==> src/rtl/c64_keys_to_amiga_rawkey.sv <==
// ---------------------------------------------------------------------------
// c64_keys_to_amiga_rawkey
//
// Turns the C64 keyboard matrix snapshot (plus RESTORE) coming from the
// Chameleon I/O block into Amiga rawkey make/break codes for the Minimig
// keyboard path.
//
// Processing chain:
//   1. A divider on ena_1mhz sets the matrix sample rate.
//   2. A key counts as stable once two consecutive samples agree.
//   3. A scan walks all 65 keys, one per clk. It compares the stable
//      state with what has already been reported.
//   4. Each change goes into a small code FIFO.
//
// Ports:
//   clk            system clock (sysclk)
//   reset          synchronous, active-high reset
//   ena_1mhz       one-clk-wide 1 MHz enable pulse
//   keys[63:0]     C64 matrix, index = row*8+col, 0 = pressed
//   restore_key_n  RESTORE key, 0 = pressed, handled as key index 64
//   code[7:0]      FIFO head: bit7 1 = break / 0 = make, bits6:0 rawkey
//   code_valid     FIFO non-empty
//   code_ack       pops the head on a clk edge while code_valid = 1
//   overflow_seen  sticky: a change had to wait because the FIFO was full
// ---------------------------------------------------------------------------
module c64_keys_to_amiga_rawkey #(
  parameter int unsigned SCAN_DIV   = 1000,
  parameter int unsigned FIFO_DEPTH = 8
) (
  input  logic        clk,
  input  logic        reset,
  input  logic        ena_1mhz,
  input  logic [63:0] keys,
  input  logic        restore_key_n,
  output logic [7:0]  code,
  output logic        code_valid,
  input  logic        code_ack,
  output logic        overflow_seen
);

  localparam int AW = $clog2(FIFO_DEPTH);
  localparam int CW = AW + 1;
  localparam logic [6:0] LAST_IDX = 7'd64;
  localparam logic [6:0] UNMAPPED = 7'h7F;

  typedef enum logic {S_IDLE, S_SCAN} scan_state_t;

  // C64 matrix position -> Amiga rawkey. Keys with no sensible Amiga
  // counterpart map to 7'h7F and are never emitted.
  function automatic logic [6:0] keymap(input logic [6:0] idx);
    case (idx)
      7'd0:  keymap = 7'h41; 7'd1:  keymap = 7'h44; 7'd2:  keymap = 7'h4E; 7'd3:  keymap = 7'h56;
      7'd4:  keymap = 7'h50; 7'd5:  keymap = 7'h52; 7'd6:  keymap = 7'h54; 7'd7:  keymap = 7'h4D;
      7'd8:  keymap = 7'h03; 7'd9:  keymap = 7'h11; 7'd10: keymap = 7'h20; 7'd11: keymap = 7'h04;
      7'd12: keymap = 7'h31; 7'd13: keymap = 7'h21; 7'd14: keymap = 7'h12; 7'd15: keymap = 7'h60;
      7'd16: keymap = 7'h05; 7'd17: keymap = 7'h13; 7'd18: keymap = 7'h22; 7'd19: keymap = 7'h06;
      7'd20: keymap = 7'h33; 7'd21: keymap = 7'h23; 7'd22: keymap = 7'h14; 7'd23: keymap = 7'h32;
      7'd24: keymap = 7'h07; 7'd25: keymap = 7'h15; 7'd26: keymap = 7'h24; 7'd27: keymap = 7'h08;
      7'd28: keymap = 7'h35; 7'd29: keymap = 7'h25; 7'd30: keymap = 7'h16; 7'd31: keymap = 7'h34;
      7'd32: keymap = 7'h09; 7'd33: keymap = 7'h17; 7'd34: keymap = 7'h26; 7'd35: keymap = 7'h0A;
      7'd36: keymap = 7'h37; 7'd37: keymap = 7'h27; 7'd38: keymap = 7'h18; 7'd39: keymap = 7'h36;
      7'd40: keymap = 7'h0C; 7'd41: keymap = 7'h19; 7'd42: keymap = 7'h28; 7'd43: keymap = 7'h0B;
      7'd44: keymap = 7'h39; 7'd45: keymap = 7'h29; 7'd46: keymap = 7'h1A; 7'd47: keymap = 7'h38;
      7'd48: keymap = 7'h0D; 7'd49: keymap = 7'h1B; 7'd50: keymap = 7'h2A; 7'd52: keymap = 7'h61;
      7'd55: keymap = 7'h3A; 7'd56: keymap = 7'h01; 7'd57: keymap = 7'h00; 7'd58: keymap = 7'h63;
      7'd59: keymap = 7'h02; 7'd60: keymap = 7'h40; 7'd61: keymap = 7'h66; 7'd62: keymap = 7'h10;
      7'd63: keymap = 7'h45; 7'd64: keymap = 7'h5F;
      default: keymap = UNMAPPED;  // HOME (51), '=' (53), up-arrow (54)
    endcase
  endfunction

  logic [15:0]   r_div;
  logic          w_sample_tick;
  logic [64:0]   w_raw;
  logic [64:0]   r_sample_prev;
  logic [64:0]   r_debounced;
  logic [64:0]   r_reported;
  logic          r_scan_req;
  scan_state_t   r_state;
  scan_state_t   w_state_nxt;
  logic [6:0]    r_idx;
  logic [6:0]    w_idx_nxt;
  logic          w_scan_start;
  logic [6:0]    w_rawkey;
  logic          w_mapped;
  logic          w_diff;
  logic          w_full;
  logic          w_push;
  logic          w_pop;
  logic [7:0]    r_mem [FIFO_DEPTH];
  logic [AW-1:0] r_wr_ptr;
  logic [AW-1:0] r_rd_ptr;
  logic [CW-1:0] r_count;

  // ---------------- sample-rate divider ----------------
  assign w_sample_tick = ena_1mhz && (r_div == 16'(SCAN_DIV - 1));

  // NOTE: sequential state uses non-blocking assignments. All registers
  // then update together at the edge, whatever order the blocks run in.
  always_ff @(posedge clk) begin
    if (reset)         r_div <= '0;
    else if (ena_1mhz) r_div <= w_sample_tick ? 16'd0 : r_div + 16'd1;
  end

  // ---------------- debounce ----------------
  assign w_raw = {restore_key_n, keys};

  always_ff @(posedge clk) begin
    if (reset) begin
      r_sample_prev <= '1;
      r_debounced   <= '1;
      r_scan_req    <= 1'b0;
    end else begin
      if (w_sample_tick) begin
        r_sample_prev <= w_raw;
        if (w_raw == r_sample_prev) r_debounced <= w_raw;
      end
      // A new request wins over the clear. A sample that lands on the scan
      // start cycle therefore still gets its own scan.
      if (w_sample_tick && (w_raw == r_sample_prev)) r_scan_req <= 1'b1;
      else if (w_scan_start)                         r_scan_req <= 1'b0;
    end
  end

  // ---------------- scan FSM ----------------
  always_ff @(posedge clk) begin
    if (reset) begin
      r_state <= S_IDLE;
      r_idx   <= '0;
    end else begin
      r_state <= w_state_nxt;
      r_idx   <= w_idx_nxt;
    end
  end

  // NOTE: every output of this block gets a default first. A path that
  // assigns nothing then keeps a defined value, so no latch is inferred.
  always_comb begin
    w_state_nxt  = r_state;
    w_idx_nxt    = r_idx;
    w_scan_start = 1'b0;
    case (r_state)
      S_IDLE: begin
        if (r_scan_req) begin
          w_scan_start = 1'b1;
          w_state_nxt  = S_SCAN;
          w_idx_nxt    = '0;
        end
      end
      S_SCAN: begin
        if (r_idx == LAST_IDX) w_state_nxt = S_IDLE;
        else                   w_idx_nxt   = r_idx + 7'd1;
      end
      default: w_state_nxt = S_IDLE;
    endcase
  end

  // ---------------- per-key change detection ----------------
  assign w_rawkey = keymap(r_idx);
  assign w_mapped = (w_rawkey != UNMAPPED);
  assign w_diff   = (r_state == S_SCAN) && (r_debounced[r_idx] != r_reported[r_idx]);
  // Fullness comes from the count at the start of the cycle. A pop in the
  // same cycle does not make room for this push.
  assign w_full   = (r_count == CW'(FIFO_DEPTH));
  assign w_push   = w_diff && w_mapped && !w_full;
  assign w_pop    = code_ack && code_valid;

  always_ff @(posedge clk) begin
    if (reset) begin
      r_reported    <= '1;
      overflow_seen <= 1'b0;
    end else if (w_diff) begin
      // Unmapped keys are marked as reported without pushing. A mapped key
      // that meets a full FIFO stays pending until the next scan.
      if (!w_mapped || !w_full) r_reported[r_idx] <= r_debounced[r_idx];
      else                      overflow_seen     <= 1'b1;
    end
  end

  // ---------------- code FIFO ----------------
  // NOTE: the storage array is deliberately not reset. Only the count and
  // pointers decide which entries are live, and code is forced to 0 while
  // the FIFO is empty.
  always_ff @(posedge clk) begin
    if (w_push) r_mem[r_wr_ptr] <= {r_debounced[r_idx], w_rawkey};
  end

  always_ff @(posedge clk) begin
    if (reset) begin
      r_wr_ptr <= '0;
      r_rd_ptr <= '0;
      r_count  <= '0;
    end else begin
      if (w_push) r_wr_ptr <= r_wr_ptr + AW'(1);
      if (w_pop)  r_rd_ptr <= r_rd_ptr + AW'(1);
      case ({w_push, w_pop})
        2'b10:   r_count <= r_count + CW'(1);
        2'b01:   r_count <= r_count - CW'(1);
        default: r_count <= r_count;
      endcase
    end
  end

  assign code_valid = (r_count != '0);
  assign code       = code_valid ? r_mem[r_rd_ptr] : 8'h00;

endmodule

==> config.mk <==
export PLATFORM = sky130hd
export DESIGN_NAME = c64_keys_to_amiga_rawkey
export DESIGN_NICKNAME = d
export VERILOG_FILES = /design/src/rtl/c64_keys_to_amiga_rawkey.sv
export SDC_FILE = /design/constraint.sdc
export NUM_CORES = 1
export LEC_CHECK = 0
export ABC_CLOCK_PERIOD_IN_PS = 6580
export CAP_MARGIN = 0
export CELL_PAD_IN_SITES_DETAIL_PLACEMENT = 0
export CELL_PAD_IN_SITES_GLOBAL_PLACEMENT = 2
export CORE_MARGIN = 1.5
export CORE_UTILIZATION = 32
export CTS_CLUSTER_SIZE = 14
export DETAILED_ROUTE_END_ITERATION = 12
export PLACE_DENSITY_LB_ADDON = 0.1
export SYNTH_ARGS = -nofsm -noshare
export SYNTH_HDL_FRONTEND = slang
export SYNTH_SLANG_ARGS = --single-unit
==> constraint.sdc <==
create_clock -name clk -period 6.58 [get_ports clk]
set_input_delay 1.974 -clock clk [delete_from_list [all_inputs] [get_ports clk]]
set_output_delay 1.974 -clock clk [all_outputs]
set_load 0.02 [all_outputs]
# Yosys cells after proc, flatten, opt, wreduce, memory -nomap -nowiden
# Memories as Yosys holds them, arrays and structs flattened. A register that Yosys moved wholly into a read port is not among the register bits.
# Index checks and enable logic that the tools add are counted.
dict set report classes {
  n_addsub 6
  n_mul 0
  n_div 0
  magnitude_cmp 2
  n_eq_ne 10
  n_shift 0
  mux 25
  n_bitwise 2
  reduce_logical 17
}
# cell n
set op_table {}
lappend op_table {{bitwise mux 65 bit} 1}
lappend op_table {{== test 65 bit} 1}
lappend op_table {{2-to-1 mux 7 bit} 4}
lappend op_table {{adder 16 x 1 -> 16 bit, second input constant} 1}
lappend op_table {{== test 16 x 10 -> 1 bit, second input constant} 1}
lappend op_table {{2-to-1 mux 16 bit} 1}
lappend op_table {{binary-select mux 1 bit (select 7 bit)} 2}
lappend op_table {{case mux 7 bit (2 select lines)} 1}
lappend op_table {{2-to-1 mux 1 bit} 10}
lappend op_table {{less-than comparator 7 x 8 -> 1 bit, second input constant} 1}
lappend op_table {{2-to-1 mux 8 bit} 1}
lappend op_table {{case mux 4 bit (2 select lines)} 1}
lappend op_table {{AND reduction 2 bit} 4}
lappend op_table {{adder 7 x 1 -> 7 bit, second input constant} 1}
lappend op_table {{demux 1 bit (select 7 bit)} 1}
lappend op_table {{== test 7 bit, second input constant} 1}
lappend op_table {{greater-or-equal comparator 7 x 1 -> 1 bit, second input constant} 1}
lappend op_table {{logical AND 1 bit} 7}
lappend op_table {{inequality test 7 bit, second input constant} 1}
lappend op_table {{adder 3 x 1 -> 3 bit, second input constant} 2}
lappend op_table {{2-to-1 mux 3 bit} 2}
lappend op_table {{adder 4 x 1 -> 4 bit, second input constant} 1}
lappend op_table {{== test 4 bit, second input constant} 1}
lappend op_table {{inequality test 2 bit, second input constant} 2}
lappend op_table {{10 further kinds} 13}
dict set report totals {
  regBits 231
  latchBits 0
  ram_bits 64
  romBits 896
  inputBits 69
  memories 2
}
# memory words width read_ports rd_ports_with_merged_regs write_ports line_no
set memory_table {}
lappend memory_table {{(no name shown)} 128 7 1 1 0 51} ;# case (idx)
lappend memory_table {r_mem 8 8 1 1 1 90} ;# logic [7:0] r_mem [FIFO_DEPTH];

# Depth between registers and ports, before layout
dict set report depth {
  ltp_word 8
  depth_mapped 18
}

# Worst setup path before layout
# No wires, ideal clock.
dict set report synth_timing {
  path_type {register to output}
  start {register with a tool-made name}
  end {output port code[5]}
  t_arrival_ns 2.017
  slack_ns 2.589
  stages_incl_launch_ff 6
  path_buffers 2
  cell_sequence {dfxtp_1 clkbuf_1 buf_1 mux4_2 mux2i_1 nor2_1}
}
# item line_no
set synth_rtl {}
lappend synth_rtl {{to (decl)} 35} ;# output logic [7:0] code,

==> flow_summary.toml <==
[sta]
finalSetupViolCount = 0
setup_tns_ps = 0
slew-limit-headroom_pct = 24.02
fin_crit_ps = 5096
fin_crit_sh_pct = 77.45
tightestPinTransition_ps = 1138
finClkSkew_ps = 25.16
rsz0062_at_grt = "false"
hold_viol = 0
max_freq_mhz = 196.2
slew_viol_final = 0

[clock_network]
cts_tree = "done"
cts_buffers = 38
root_buffer = "clkbuf_16"
path_clk_slew_ps = 60
clk_latency_ps = 560
hold_buffers = 0
ctsResizeCount = 0
cts.sinks = 305
h-tree-depth = 2
clockBufferDepth = 3
postCtsSetupBuffers = 0

[min_path]
hold_path_class = "flip-flop to flip-flop"

[synthesis]
synth_cells = 1544
yosys.area_share.simple_pct = 20.08
syn_nets = 1630
muxShareOfSynthArea_pct = 8.158
async_flop_share_pct = 0
synth.avg_cell_area_um2 = 9.685
synth-xor-area-share_pct = 4.677
syn_area_um2 = 14950
synthAdderAreaFrac_pct = 1.473
synth-edff-count = 64
synth_top_family_by_area = "simple AND/OR/NAND/NOR gates"
synth_flop_cell = "dfxtp_1"
ys_ff_latch = 305
yosysWarnings = 0
synth_compound_gate_area_share_pct = 16.31
seq_area_frac_synth_pct = 45.11
synth.distinct_cells = 68

[floorplan]
fp-row-count = 79
initial_core_util_pct = 32.26
dieHeight_um = 219.2
core-area_um2 = 46360
ioPinCount = 79
die_area_um2 = 48040
fp.dieW_um = 219.2

[finish]
instances_no_fill = 2207
design_area_um2 = 17480
drive_gt1_share_pct = 9.688
areaGrowthSynthToFinish_pct = 16.88
layout_commonest_cell = "dfxtp_1"
final_net_count = 1658
fin_util_pct = 37.70
most-common-layout-cells = "dfxtp_1 (240), nand2_1 (193), a21oi_1 (119), nor2_1 (79), clkdlybuf4s50_1 (77)"
antenna_cells = 0

[outcome]
status = "finished, final reports clean"

[grt]
grt_max_degree = 88
grt-ovfl-total = 0
first_global_vias = 11310
antenna_found_initial = 0
grt_pass1_wl_mm = 68.81
grt_use_total_pct = 18.69

[pwr]
p_per_area_nw_per_um2 = 236.8
peakVddDrop_v = 0.0001787
leakage_nw = 6.157

[worst_setup_path]
cp.required_ps = 4610
cp-end-kind = "primary output"
start_kind = "flip-flop"
crit_fanout = 16
slowest_delay_ps = 1070
critPathArrivalTime_ps = 3120
path_class = "flip-flop to primary output"
crit_chain = "mux4_2 -> mux2i_1 -> nor2_1 -> clkdlybuf4s50_1"
critPathSlowestCell = "dfxtp_1"

[detailed_routing]
vias = 11610
drc = 0
via_per_inst = 5.260
wirelength_mm = 44.46
drtIter0Drc = 765
dr.pass1.iters = 5
wire_per_inst_um = 20.14
antenna_left = 0

[placement]
dp.cells = 2139
portBuffers = 78
dp_hpwl_mm = 28.69
place_area_um2 = 16230
place.gp.congestion = 0.7607

[job]
cap_violations = 0
## per-stage QoR
step                hold slack (ps)  setup WS, ps  power, mW
floorplan                     444.2          2589      1.993
finish                        476.6          1484      4.139
global route                  493.7          1255      4.284
global placement              458.6          1581      2.082
detailed placement            468.0          1584      2.080
CTS                           474.8          1367      4.208
## synthesized netlist by cell type, types with 5 or more instances
| master | number | area [um^2] |
|---|---|---|
| edfxtp_1 | 64 | 1922 |
| mux4_2 | 38 | 855.8 |
| o21ai_0 | 43 | 215.2 |
| o22ai_1 | 7 | 43.79 |
| a221oi_1 | 19 | 166.4 |
| and2_1 | 6 | 37.54 |
| nand4_1 | 68 | 425.4 |
| a31oi_1 | 5 | 31.28 |
| clkbuf_1 | 77 | 289.0 |
| o21ai_1 | 5 | 25.02 |
| buf_1 | 9 | 33.78 |
| or3_1 | 8 | 50.05 |
| nand3_1 | 14 | 70.07 |
| a21oi_1 | 119 | 595.6 |
| xor2_1 | 38 | 332.8 |
| o21bai_1 | 50 | 375.4 |
| mux2i_1 | 27 | 270.3 |
| nand3b_1 | 62 | 465.5 |
| nor4_1 | 13 | 81.33 |
| nor2_1 | 79 | 296.5 |
| dfxtp_1 | 241 | 4825 |
| o211ai_1 | 5 | 37.54 |
| buf_2 | 21 | 105.1 |
| a211o_1 | 72 | 630.6 |
| ha_1 | 16 | 200.2 |
| nand2b_1 | 7 | 43.79 |
| xnor2_1 | 40 | 350.3 |
| mux2_2 | 5 | 56.30 |
| nand2_1 | 193 | 724.4 |
| nor2b_1 | 76 | 475.5 |
| buf_6 | 7 | 78.83 |
| inv_1 | 25 | 93.84 |
| nor3_1 | 11 | 55.05 |
| a22oi_1 | 6 | 45.04 |
## cell type report
cell class / instances / area, um^2
multi-input combinational: 1095 / 7611
sequential: 305 / 6748
fill: 4668 / 28880
clock inverter: 10 / 125.1
inverter: 28 / 105.1
timing repair buffer: 104 / 1002
tap: 607 / 759.5
clock buffer: 58 / 1129
## final timing paths
| check | from | endpoint | slack [ps] | cells after the start |
|---|---|---|---|---|
| max reg2reg | r_idx[2] | r_count[3] | 1760 | 15 |
| min reg2reg | r_reported[29] | r_reported[29] | 480 | 2 |
| max | flip-flop | code[0] | 1480 | 4 |
| min | r_reported[29] | r_reported[29] | 480 | 2 |
## power breakdown
part	leakage, nW	switching (mW)	internal, mW	total (mW)
Combinational	3.02	0.0703	0.0636	0.134
Sequential	2.53	0.000797	1.90	1.90
Clock	0.612	0.837	1.27	2.10
## layer usage
layer | global-route usage, % | up-vias | part of all wire [%]
li1 | - | 5678 | -
met1 | 25.55 | 5666 | 47
met2 | 30.53 | 210 | 47
met3 | 2.536 | 55 | 3.6
met4 | 5.731 | 0 | 2.2
met5 | 0 | - | 0
## worst max-delay path: cells and delay by family, from the launching register on
kind	cells	cell delay [ps]
DFF	1	1070
muxes	2	830
buffers and inverters	1	580
and+or+nand+nor	1	70
## flip-flops by register name, summed over array words and instances, names as in the netlist, 3 cells and up, named ones only
| name | cells |
|---|---|
| r_mem | 64 |
| r_debounced | 65 |
| r_rd_ptr | 3 |
| r_wr_ptr | 3 |
| r_div | 16 |
| r_count | 4 |
| w_rawkey | 7 |
| r_idx | 7 |
| r_reported | 65 |
| r_sample_prev | 65 |
## kinds of logic (layout without fill, tap and decap cells)
group,after synthesis,count (layout)
flip-flops,305,305
multiplexers,72,72
AND/OR/NAND/NOR,566,566
XOR/XNOR,79,79
adder cells (fa/ha/maj),17,17
AO/OA/AOI/OAI,361,361
buffers and inverters,144,200
Note: power is estimated with default switching activity, not from simulation.
